===== src/rtl/omsp_spm_key_loader.sv =====
// Loads KEY_WORDS 16-bit key words from a streaming source into one protected module.
// Optional stall timeout in LOAD is enabled by defining SPM_KEY_TIMEOUT_EN.
module omsp_spm_key_loader #(
  parameter int KEY_WORDS      = 4,
  parameter int TIMEOUT_CYCLES = 255
) (
  input  logic        mclk,
  input  logic        puc_rst_n,
  input  logic        start,
  input  logic [15:0] start_id,
  input  logic        abort,
  input  logic        key_select_valid,
  input  logic        src_valid,
  input  logic [15:0] src_data,
  output logic        src_ready,
  output logic [15:0] spm_key_select,
  output logic        write_key,
  output logic [15:0] key_in,
  output logic        busy,
  output logic        done,
  output logic        error
);

  localparam int CW = $clog2(KEY_WORDS) + 1;

  localparam logic [2:0] S_IDLE  = 3'd0;
  localparam logic [2:0] S_CHECK = 3'd1;
  localparam logic [2:0] S_LOAD  = 3'd2;
  localparam logic [2:0] S_FLUSH = 3'd3;
  localparam logic [2:0] S_DONE  = 3'd4;

  logic [2:0]    state;
  logic [15:0]   sel_id;
  logic [CW-1:0] cnt;
  logic          accept;
  logic          last_word;
  logic          stall_hit;

  // abort wins over a same-cycle acceptance, so the word never reaches the array
  assign accept    = (state == S_LOAD) && src_valid && !abort;
  assign last_word = (cnt == CW'(KEY_WORDS - 1));

  assign src_ready      = (state == S_LOAD);
  assign busy           = (state != S_IDLE);
  assign done           = (state == S_DONE) && !abort;
  assign spm_key_select = (state == S_IDLE) ? 16'h0 : sel_id;

`ifdef SPM_KEY_TIMEOUT_EN
  logic [7:0] stall;

  always_ff @(posedge mclk or negedge puc_rst_n) begin
    if (!puc_rst_n)                      stall <= 8'd0;
    else if (state != S_LOAD || accept)  stall <= 8'd0;
    else                                 stall <= stall + 8'd1;
  end

  assign stall_hit = !accept && (stall == 8'(TIMEOUT_CYCLES - 1));
`else
  // no stall limit: a negative cycle count is impossible, so this is constant false
  assign stall_hit = (TIMEOUT_CYCLES < 0);
`endif

  always_ff @(posedge mclk or negedge puc_rst_n) begin
    if (!puc_rst_n) begin
      state     <= S_IDLE;
      sel_id    <= 16'h0;
      cnt       <= '0;
      write_key <= 1'b0;
      key_in    <= 16'h0;
      error     <= 1'b0;
    end else begin
      write_key <= accept;
      if (accept) key_in <= src_data;
      if (state == S_IDLE) begin
        if (start) begin
          if (start_id != 16'h0) begin
            sel_id <= start_id;
            error  <= 1'b0;
            cnt    <= '0;
            state  <= S_CHECK;
          end else begin
            error  <= 1'b1;
          end
        end
      end else if (abort) begin
        state <= S_IDLE;
        error <= 1'b1;
      end else begin
        case (state)
          S_CHECK: begin
            if (key_select_valid) state <= S_LOAD;
            else begin
              state <= S_IDLE;
              error <= 1'b1;
            end
          end
          S_LOAD: begin
            if (accept) begin
              cnt <= cnt + CW'(1);
              if (last_word) state <= S_FLUSH;
            end else if (stall_hit) begin
              state <= S_IDLE;
              error <= 1'b1;
            end
          end
          S_FLUSH: state <= S_DONE;
          S_DONE:  state <= S_IDLE;
          default: state <= S_IDLE;
        endcase
      end
    end
  end

endmodule

===== config.mk =====
export PLATFORM = sky130hd
export DESIGN_NAME = omsp_spm_key_loader
export DESIGN_NICKNAME = d
export VERILOG_FILES = /design/src/rtl/omsp_spm_key_loader.sv
export SDC_FILE = /design/constraint.sdc
export NUM_CORES = 1
export LEC_CHECK = 0
export CORE_ASPECT_RATIO = 1.4
export CORE_MARGIN = 4
export CORE_UTILIZATION = 40
export DETAILED_ROUTE_END_ITERATION = 7
export PLACE_DENSITY_LB_ADDON = 0.2
export RECOVER_POWER = 25
export SLEW_MARGIN = 10
export SYNTH_ARGS = -nofsm -noshare
export SYNTH_HDL_FRONTEND = slang
export SYNTH_SLANG_ARGS = --single-unit

===== constraint.sdc =====
create_clock -name mclk -period 3.6 [get_ports mclk]
set_input_delay 0.72 -clock mclk [delete_from_list [all_inputs] [get_ports mclk]]
set_output_delay 0.72 -clock mclk [all_outputs]
set_load 0.01 [all_outputs]

# Yosys cells after proc, flatten, opt, wreduce, memory -nomap -nowiden
# Cells that the tools add are included.
[op_classes]
n_addsub = 1
n_eq_ne = 11
mux = 21
reduce_logical = 14
[ops]
columns = ["op", "count"]
rows = [
  ["$mux 3", 12],
  ["$mux 16", 1],
  ["$reduce_bool 16->1", 1],
  ["$eq 3x2->1 const B", 3],
  ["$pmux 3 s3", 1],
  ["$ne 4x2->1 const B", 2],
  ["$mux 1", 6],
  ["$reduce_and 3->1", 2],
  ["$reduce_bool 3->1", 2],
  ["$reduce_and 5->1", 1],
  ["$ne 2x1->1 const B", 2],
  ["$reduce_and 4->1", 1],
  ["$reduce_bool 2->1", 2],
  ["$add 3x1->3 const B", 1],
  ["$eq 3x1->1 const B", 1],
  ["$eq 3x3->1 const B", 1],
  ["$logic_and 1x1->1", 3],
  ["$logic_not 3->1", 1],
  ["$ne 3x2->1 const B", 1],
  ["$mux 2", 1],
  ["$ne 2x2->1 const B", 1],
  ["$logic_not 1->1", 1],
]
[word_totals]
reg_bits = 40
output_inout_bits = 37
word_cells = 53

# Depth between registers and ports, before layout
# Gate-level depths: netlist of run 1.
[depth]
word_depth = 7
ltp_mapped = 5
mapped_depth_nobuf = 5

# Worst setup path before layout of run 1
# OpenSTA, ideal clock, no wires.
[synth_timing]
kind = "flip-flop to output port"
from = "reg state[1]"
to = "out spm_key_select[10]"
t_arrival_ns = 1.175
setup_slack_ns = 1.705
path_stages_with_launch = 5
cell_sequence = "dfrtp_1 -> nor3_4 -> inv_1 -> buf_2 -> and2_1"
[synth_via]
elab_chain_cells = 2
[synth_lines]
columns = ["item", "line_no", "rtl"]
rows = [
  ["from (decl)", "32", "logic [2:0] state;"],
  ["from (signal assigned)", "65", "state <= S_IDLE;"],
  ["from (signal assigned)", "80", "state <= S_CHECK;"],
  ["from (signal assigned)", "86", "state <= S_IDLE;"],
  ["$logic_not 3->1", "46", "assign spm_key_select = (state == S_IDLE) ? 16'h0 : sel_id;"],
  ["$mux 16", "46", ""],
  ["to (decl)", "16", "output logic [15:0] spm_key_select,"],
]
# Every way passes these cells.

# Worst setup path in the final report of run 1
[layout_timing]
from = "in abort"
to = "out done"
[layout_via]
elab_chain_cells = 2
[layout_lines]
columns = ["item", "line_no", "rtl"]
rows = [
  ["from (decl)", "11", "input logic abort,"],
  ["$logic_not 1->1", "45", "assign done = (state == S_DONE) && !abort;"],
  ["$logic_and 1x1->1", "45", ""],
  ["to (decl)", "20", "output logic done,"],
]
# Every way passes these cells.

==> metrics, run 1 <==
worst r2r src=state[1]; clk buf depth=2; Total Power=1.439 mW; Post-CTS Resized=0; hold buffers post-CTS=0; Layout Nets=242; clk slew on worst S/H paths=0.07 ns; CTS Root Cell=clkbuf_8; clock network fraction of design power=24.8%; HPWL Detailed=3.109 mm; Filler Cells Inserted=367; I/O pin total=75; die height=87.47 µm; Layout Cells excl Fill=263; CTS Buf Count=5; Peak VDD IR=0.3187 mV; 1st-iter DRT viols=25; Comb pwr share=33.0%; Post-synth EDFFs=0; drt wl/cell=15.74 µm; leakage=1.201 nW; share of layout cells above drive strength 1=23.15%; vias per std cell=4.806; switching part of the total=25.74%; row count=28; # DRC=0; Final setup violation count=0; Seq pwr share=42.2%; Antenna Cells=0; Syn Inst Count=126; Hold Path Stages=1; crit path cell chain=clkdlybuf4s50_1, nor4b_1, clkdlybuf4s50_1; Hold Vio Cnt, Final=0; Synth area leader=dfrtp_1; post-route ant nets=0; Inst Count DP=255; die area=5664 µm²; first-pass GRT wire length=6.782 mm; clock latency on the worst-skew pair=0.29 ns; slowest cell delay on critical path=0.62 ns; routed length on met3=231 µm; outcome=finished, violations left; synthesized area per cell=14.32 µm²; total number of yosys warnings=0; Top Layer Used=met4; chip width=64.76 µm; Synth top cells by count=40 x dfrtp_1, 17 x and2_1, 16 x mux2_2; most common cell in the netlist=dfrtp_1; GRT Util Overall=15.89%; HP Class=reg2reg; Worst setup EP type=output port; Netlist Area Pre-Place=1804 µm²; IO Port Bufs=74; vias in the first global route=1375; CTS tree=built; Required @ worst endpoint=2.88 ns; Setup Crit Path Kind=in2out; share of flip-flops with an asynchronous set or reset=100.0%; Post-CTS Setup Bufs=0; pwr dens=536.0 nW/µm²; fin. max-slew vios=41; largest net degree at the start of global routing=41; worst hold start=key_in[1]; CP max stage cell=clkdlybuf4s50_1; Synth top area share=55.48%; via count=1264; max_slew headroom=-37.34%; Final Cycle Share=79.49%; Internal=1.069 mW; Detailed Route WL=4.140 mm; WHS Endpoint=key_in[1]; initial core utilization=41.87%; clock skew=0.003264 ns; initial antenna violation count=0; violated checks=capacitance limit, slew limit; sequential cell area fraction in the yosys report=55.48%; Reg2Reg Depth=3; Critical Path AT=2.14 ns; critical path fanouts, max=3; Synth cell types=27; Post-Syn Nets=166; M1 WL=1.606 mm; met2 WL=2.256 mm; P&R area growth vs syn=48.82%; R2R setup slack=1.68 ns; delay-heaviest family, CP=buffers and inverters; RSZ-0062 raised after global routing=false; GRT overflow=0; FMAX=0.3495 GHz; setup tns final=0 ns; Top FF cell, synth=dfrtp_1; drt pass-1 iters=4; gpl congestion=0.6564; Core Region=4309 µm²; CP bufs+invs=2; most used cell, CP=clkdlybuf4s50_1; FF+latch count, synth=40; H-tree levels=2; worst reg2reg endpoint=sel_id[1]; Switch Pwr=370.5 µW; Worst setup SP type=input port; # Max-Cap Violations=1; CTS Sinks=40; synth top area cells=dfrtp_1 55%, mux2_4 12%, mux2_2 10%; worst-margin pin slew=2.060 ns; minimum clock period=2.862 ns
==> worst max path at each step <==
stage | slack [ns] | depth (start not counted) | to | from
floorplan | 1.71 | 4 | spm_key_select[10] | state[1]
global placement | 0.77 | 3 | done | abort
detailed placement | 0.78 | 3 | done | abort
CTS | 0.74 | 3 | done | abort
global route | 0.65 | 4 | spm_key_select[12] | state[1]
finish | 0.74 | 3 | done | abort
==> metal layers <==
metal	vias up	track usage (%)
li1	592	-
met5	-	0
met2	49	28.96
met4	0	5.192
met1	618	17.04
met3	5	5.297
==> state kept, by name, indices dropped and copies added (netlist names) <==
name       flops
key_in        16
error          1
state          3
sel_id        16
write_key      1
cnt            3
==> power groups by stage <==
stage	Sequential, mW	Clock [mW]	Combinational [mW]
CTS	0.608	0.370	0.484
floorplan	0.637	0	0.188
finish	0.607	0.358	0.475
detailed placement	0.617	0	0.482
global route	0.622	0.394	0.505
global placement	0.609	0	0.471
==> stage by stage <==
stage / utilization, % / hold slack, ns / worst slack (ns) / area, µm²
after floorplan: - / 0.4244 / 1.705 / 1804
after global placement: 59.76 / 0.4733 / 0.7651 / 2575
after detailed placement: 59.76 / 0.4814 / 0.7841 / 2575
after CTS: 62.34 / 0.4984 / 0.7385 / 2686
after global routing: 62.31 / 0.5200 / 0.6541 / 2685
final: 62.31 / 0.4921 / 0.7384 / 2685
==> kinds of logic after synthesis <==
kind of cell	after synthesis	synth area share, %
AO/OA/AOI/OAI	8	3.329
adder cells (fa/ha/maj)	2	1.387
buffers and inverters	9	3.051
flip-flops	40	55.48
multiplexers	32	23.09
AND/OR/NAND/NOR	35	13.66
==> layout by cell type, fill, tap and decap left out, types with 3 or more instances in the layout <==
| cell | n |
|---|---|
| clkdlybuf4s50_1 | 73 |
| dfrtp_1 | 40 |
| and2_1 | 17 |
| mux2_2 | 16 |
| mux2_4 | 15 |
| clkbuf_8 | 5 |
| inv_1 | 4 |
| nor4_1 | 4 |
| nor2_1 | 3 |
| a31o_2 | 3 |
==> layout make-up <==
cell class / count / area, µm² / share of cell area [%]
inverter: 4 / 15.01 / 0.5592
clock buffer: 5 / 68.82 / 2.563
clock inverter: 3 / 42.54 / 1.584
sequential: 40 / 1001 / 37.28
multi-input combinational: 77 / 748.2 / 27.87
tap: 60 / 75.07 / 2.796
timing repair buffer: 74 / 734.5 / 27.35
Note: power is estimated with default switching activity, not from simulation.
==> run 2: changes to the inputs <==
- CORE_UTILIZATION: 40 -> 38
- clock period: 3.6 -> 2.4 ns (I/O delays scaled with it)
==> run 2 against run 1 <==
Net effect: the flow now finishes without violations; via count grew 1.7%; setup slack lost 0.59 ns; sequential share of layout area shrank 2.0 points; critical endpoint unchanged; highest routed layer unchanged.
==> metrics, run 2 (synthesis results as in run 1) <==
Switch Pwr=558.9 µW (was 370.5 µW); Inst Count DP=262 (was 255); Worst setup EP type=output port (unchanged); Comb pwr share=33.9% (was 33.0%); Final setup violation count=0 (unchanged); clock skew=0.006932 ns (was 0.003264 ns); biggest regs=key_in (16), sel_id (16) (unchanged); switching part of the total=25.62% (was 25.74%); Required @ worst endpoint=1.92 ns (was 2.88 ns); final setup margin=0.1437 ns (was 0.7384 ns); fin area=2843 µm² (was 2685 µm²); commonest non-fill, non-tap cell in the layout=clkdlybuf4s50_1 (unchanged); post-layout util=62.18% (was 62.31%); Antenna Cells=0 (unchanged); Layout Nets=253 (was 242); Layout Cells excl Fill=276 (was 263); crit path cell chain=buf_4, nor4b_1, clkdlybuf4s50_1 (was clkdlybuf4s50_1, nor4b_1, clkdlybuf4s50_1); setup tns final=0 ns (unchanged); 1st-iter DRT viols=42 (was 25); DP Worst Slack=0.08281 ns (was 0.7841 ns); CTS Sinks=40 (unchanged); chip width=66.24 µm (was 64.76 µm); worst reg2reg endpoint=cnt[1] (was sel_id[1]); Core Region=4572 µm² (was 4309 µm²); clock network fraction of design power=24.5% (was 24.8%); gpl congestion=0.7147 (was 0.6564); Final Cycle Share=94.01%; drt wl/cell=14.77 µm (was 15.74 µm); worst-margin pin slew=0.9567 ns (was 2.060 ns); R2R setup slack=0.75 ns (was 1.68 ns); pwr dens=767.3 nW/µm² (was 536.0 nW/µm²); # Max-Cap Violations=0 (was 1); RSZ-0062 raised after global routing=false (unchanged); vias in the first global route=1458 (was 1375); GRT overflow=0 (unchanged); largest net degree at the start of global routing=41 (unchanged); IO Port Bufs=74 (unchanged); GRT Util Overall=15.07% (was 15.89%); CP max stage cell=clkdlybuf4s50_1 (unchanged); crit path from=state[1] (was abort); post-route ant nets=0 (unchanged); fin. max-slew vios=0 (was 41); die height=89.53 µm (was 87.47 µm); minimum clock period=2.256 ns; CTS tree=built (unchanged); CP bufs+invs=2 (unchanged); initial antenna violation count=0 (unchanged); Critical Path AT=1.78 ns (was 2.14 ns); clock latency on the worst-skew pair=0.29 ns (about the same); HP Class=in2async (was reg2reg); HPWL Detailed=3.022 mm (was 3.109 mm); drt pass-1 iters=4 (unchanged); I/O pin total=75 (unchanged); Hold WS=0.3302 ns (was 0.4921 ns); Internal=1.622 mW (was 1.069 mW); P&R area growth vs syn=57.56% (was 48.82%); vias per std cell=4.656 (was 4.806); Detailed Route WL=4.077 mm (was 4.140 mm); hold buffers post-CTS=0 (unchanged); commonest non-fill, non-tap cells in the layout=57 x clkdlybuf4s50_1, 38 x dfrtp_1, 17 x and2_1 (was 73 x clkdlybuf4s50_1, 40 x dfrtp_1, 17 x and2_1); Cell Area, Placed=2628 µm² (was 2575 µm²); Total Power=2.181 mW (was 1.439 mW); first-pass GRT wire length=6.755 mm (was 6.782 mm); FMAX=0.4432 GHz; row count=29 (was 28); CTS Root Cell=clkbuf_8 (unchanged); via count=1285 (was 1264); clk buf depth=2 (unchanged); leakage=1.501 nW (was 1.201 nW); Hold Vio Cnt, Final=0 (unchanged); delay-heaviest family, CP=buffers and inverters (unchanged); max_slew headroom=36.22% (was -37.34%); die area=5930 µm² (was 5664 µm²); # DRC=0 (unchanged); critical path fanouts, max=6 (was 3); outcome=complete, no violations (was finished, violations left); Setup Crit Path Kind=reg2out (was in2out); Reg2Reg Depth=6 (was 3); Worst setup SP type=register (was input port); CTS Buf Count=5 (unchanged); H-tree levels=2 (unchanged); worst r2r src=state[2] (was state[1]); Seq pwr share=41.6% (was 42.2%); slowest cell delay on critical path=0.60 ns (was 0.62 ns); clk slew on worst S/H paths=0.07 ns (about the same); share of layout cells above drive strength 1=28.97% (was 23.15%); initial core utilization=39.46% (was 41.87%); Peak VDD IR=0.4354 mV (was 0.3187 mV)
run 2: power groups by stage:
stage                     combinational [mW]  sequential [mW]  clock (mW)
final                                  0.739            0.907       0.534
after CTS                              0.764            0.908       0.555
after floorplan                        0.282            0.955           0
after global placement                 0.721            0.913           0
after detailed placement               0.734            0.922           0
after global routing                   0.792            0.930       0.583
run 2: layout make-up:
class | count | area (µm²)
clock inverters | 3 | 42.54
well taps | 62 | 77.57
fillers | 390 | 1729
clock buffers | 5 | 68.82
flip-flops and latches | 40 | 1003
inverters | 4 | 18.77
repair buffers | 85 | 883.3
multi-input cells | 77 | 748.2
run 2: worst max path at each step:
stage                     depth (start not counted)                  to
after floorplan                                   4  spm_key_select[10]
after global placement                            6          sel_id[13]
after detailed placement                          6          sel_id[12]
after CTS                                         5   spm_key_select[5]
after global routing                              3                done
final                                             3                done
run 2: worst reg2reg max path: cells and delay by family, from the launching register on:
family | cells | cell delay, ns
and+or+nand+nor | 2 | 0.34
buffers and inverters | 3 | 0.53
DFF | 1 | 0.44
AOI/OAI and AO/OA | 1 | 0.24
run 2: what timing repair did:
item,CTS,global route
pin swaps,1,1
setup endpoints to repair,16,16
buffers inserted,4,2
gates resized for setup,2,17
run 2: per-layer routing:
metal  wire, µm  vias up  part of all wire (%)  track usage, %
met4         76        0                   1.9           7.209
li1           -      612                     -               -
met1       1535      621                    38           16.43
met5          0        -                     0               0
met2       2141       46                    53           25.93
met3        323        6                   7.9           5.283
==> run 3: changes to the inputs <==
- CORE_UTILIZATION: 38 -> 40
- clock period: 2.4 -> 2.7 ns (I/O delays scaled with it)
==> run 3 against run 2 <==
Net effect: the flow now finishes with violations (capacitance limit, slew limit); critical path depth up 1; via count is 2.0% lower; clock power is 31% lower; power down 17%; flip-flop and latch count stayed put; sequential share of layout area increased by 2.2 points; clock skew hardly changed; die area fell by 4.5%; critical path type unchanged.
==> metrics, run 3 (synthesis results as in run 1) <==
clk slew on worst S/H paths=0.07 ns (about the same); Comb pwr share=35.0% (was 33.9%); max_slew headroom=-37.72% (was 36.22%); clock latency on the worst-skew pair=0.29 ns (about the same); Seq pwr share=44.7% (was 41.6%); leakage=1.198 nW (was 1.501 nW); Final setup violation count=0 (unchanged); IO Port Bufs=74 (unchanged); Layout Nets=243 (was 253); DP Worst Slack=0.2105 ns (was 0.08281 ns); Peak VDD IR=0.3489 mV (was 0.4354 mV); Setup Crit Path Kind=reg2out (unchanged); GRT Util Overall=15.67% (was 15.07%); 1st-iter DRT viols=18 (was 42); clk buf depth=2 (unchanged); drt wl/cell=15.40 µm (was 14.77 µm); Worst setup EP type=output port (unchanged); slowest cell delay on critical path=0.49 ns (was 0.60 ns); post-layout util=61.99% (was 62.18%); pwr dens=677.1 nW/µm² (was 767.3 nW/µm²); GRT overflow=0 (unchanged); fin. max-slew vios=41 (was 0); CTS Sinks=40 (unchanged); # Max-Cap Violations=1 (was 0); Final Cycle Share=95.05%; die area=5664 µm² (was 5930 µm²); FMAX=0.3896 GHz; final setup margin=0.1335 ns (was 0.1437 ns); Hold Vio Cnt, Final=0 (unchanged); initial core utilization=41.87% (was 39.46%); minimum clock period=2.566 ns; outcome=finished, violations left (was complete, no violations); via count=1259 (was 1285); biggest regs=key_in (16), sel_id (16) (unchanged); initial antenna violation count=0 (unchanged); switching part of the total=26.41% (was 25.62%); setup tns final=0 ns (unchanged); vias per std cell=4.787 (was 4.656); clock network fraction of design power=20.3% (was 24.5%); Antenna Cells=0 (unchanged); Hold WS=0.4929 ns (was 0.3302 ns); CTS Buf Count=5 (unchanged); vias in the first global route=1355 (was 1458); row count=28 (was 29); HP Class=reg2reg (was in2async); worst-margin pin slew=2.066 ns (was 0.9567 ns); RSZ-0062 raised after global routing=true (was false); # DRC=0 (unchanged); violated checks=capacitance limit, slew limit; Core Region=4309 µm² (was 4572 µm²); first-pass GRT wire length=6.755 mm (unchanged); die height=87.47 µm (was 89.53 µm); drt pass-1 iters=4 (unchanged); CTS tree=built (unchanged); largest net degree at the start of global routing=41 (unchanged); clock skew=0.006823 ns (was 0.006932 ns); Inst Count DP=256 (was 262); P&R area growth vs syn=48.06% (was 57.56%); Critical Path AT=2.03 ns (was 1.78 ns); Worst setup SP type=register (unchanged); commonest non-fill, non-tap cells in the layout=73 x clkdlybuf4s50_1, 40 x dfrtp_1, 17 x and2_1 (was 57 x clkdlybuf4s50_1, 38 x dfrtp_1, 17 x and2_1); CP max stage cell=dfrtp_1 (was clkdlybuf4s50_1); gpl congestion=0.6961 (was 0.7147); Required @ worst endpoint=2.16 ns (was 1.92 ns); I/O pin total=75 (unchanged); post-route ant nets=0 (unchanged); H-tree levels=2 (unchanged); HPWL Detailed=3.140 mm (was 3.022 mm); Internal=1.331 mW (was 1.622 mW); crit path cell chain=nor3_4, inv_1, and2_1, clkdlybuf4s50_1 (was buf_4, nor4b_1, clkdlybuf4s50_1); Post-CTS Resized=0 (was 2); critical path fanouts, max=19 (was 6); Layout Cells excl Fill=263 (was 276); share of layout cells above drive strength 1=22.66% (was 28.97%); R2R setup slack=1.01 ns (was 0.75 ns); commonest non-fill, non-tap cell in the layout=clkdlybuf4s50_1 (unchanged); Detailed Route WL=4.049 mm (was 4.077 mm); CTS Root Cell=clkbuf_8 (unchanged); chip width=64.76 µm (was 66.24 µm); Switch Pwr=477.6 µW (was 558.9 µW)
## run 3: repair_timing
action,in CTS,in global routing
setup buffers,0,0
setup endpoints to repair,0,1
endpoints found under the hold margin,0,0
hold buffers,0,0
## run 3: critical path: cells and delay by family, from the launching register on
family	cells	cell delay (ns)
buf+inv	2	0.75
simple gates	2	0.51
flops	1	0.49
## run 3: routing by layer
layer	routed length (µm)	global-route usage (%)	vias up
met1	1524	16.86	604
met2	2202	27.84	51
met5	0	0	-
met3	270	5.814	6
li1	-	-	598
met4	52	5.577	0
## run 3: cell type report
cell class	instances	area, µm²
Clock buffer	6	72.57
Clock inverter	1	5.005
Timing Repair Buffer	75	754.5
Tap cell	60	75.07
Inverter	4	15.01
Multi-Input combinational cell	77	748.2
Fill cell	355	1638
Sequential cell	40	1001
## run 3: through the flow
| stage | power [mW] | area, µm² |
|---|---|---|
| 5_1_grt | 1.917 | 2671 |
| 6_report | 1.809 | 2671 |
| 4_1_cts | 1.838 | 2673 |
| 2_1_floorplan | 1.100 | 1804 |
| 3_5_place_dp | 1.465 | 2595 |
| 3_3_place_gp | 1.444 | 2595 |
## run 3: path summary, 6_finish.rpt
path | from | to | cells after the start
worst max-delay path | state[1] | spm_key_select[9] | 4
worst min-delay path | key_in[1] | key_in[1] | 1
worst max register to register | state[1] | sel_id[7] | 4
worst min register to register | key_in[1] | key_in[1] | 1
max in group asynchronous | puc_rst_n | sel_id[6] | 1
min in group asynchronous | puc_rst_n | key_in[7] | 1
## run 3: power groups by stage
stage | Clock, mW | Combinational (mW) | Sequential [mW]
3_3_place_gp | 0 | 0.631 | 0.812
5_1_grt | 0.416 | 0.674 | 0.826
3_5_place_dp | 0 | 0.643 | 0.821
2_1_floorplan | 0 | 0.250 | 0.849
4_1_cts | 0.382 | 0.646 | 0.809
6_report | 0.368 | 0.633 | 0.809
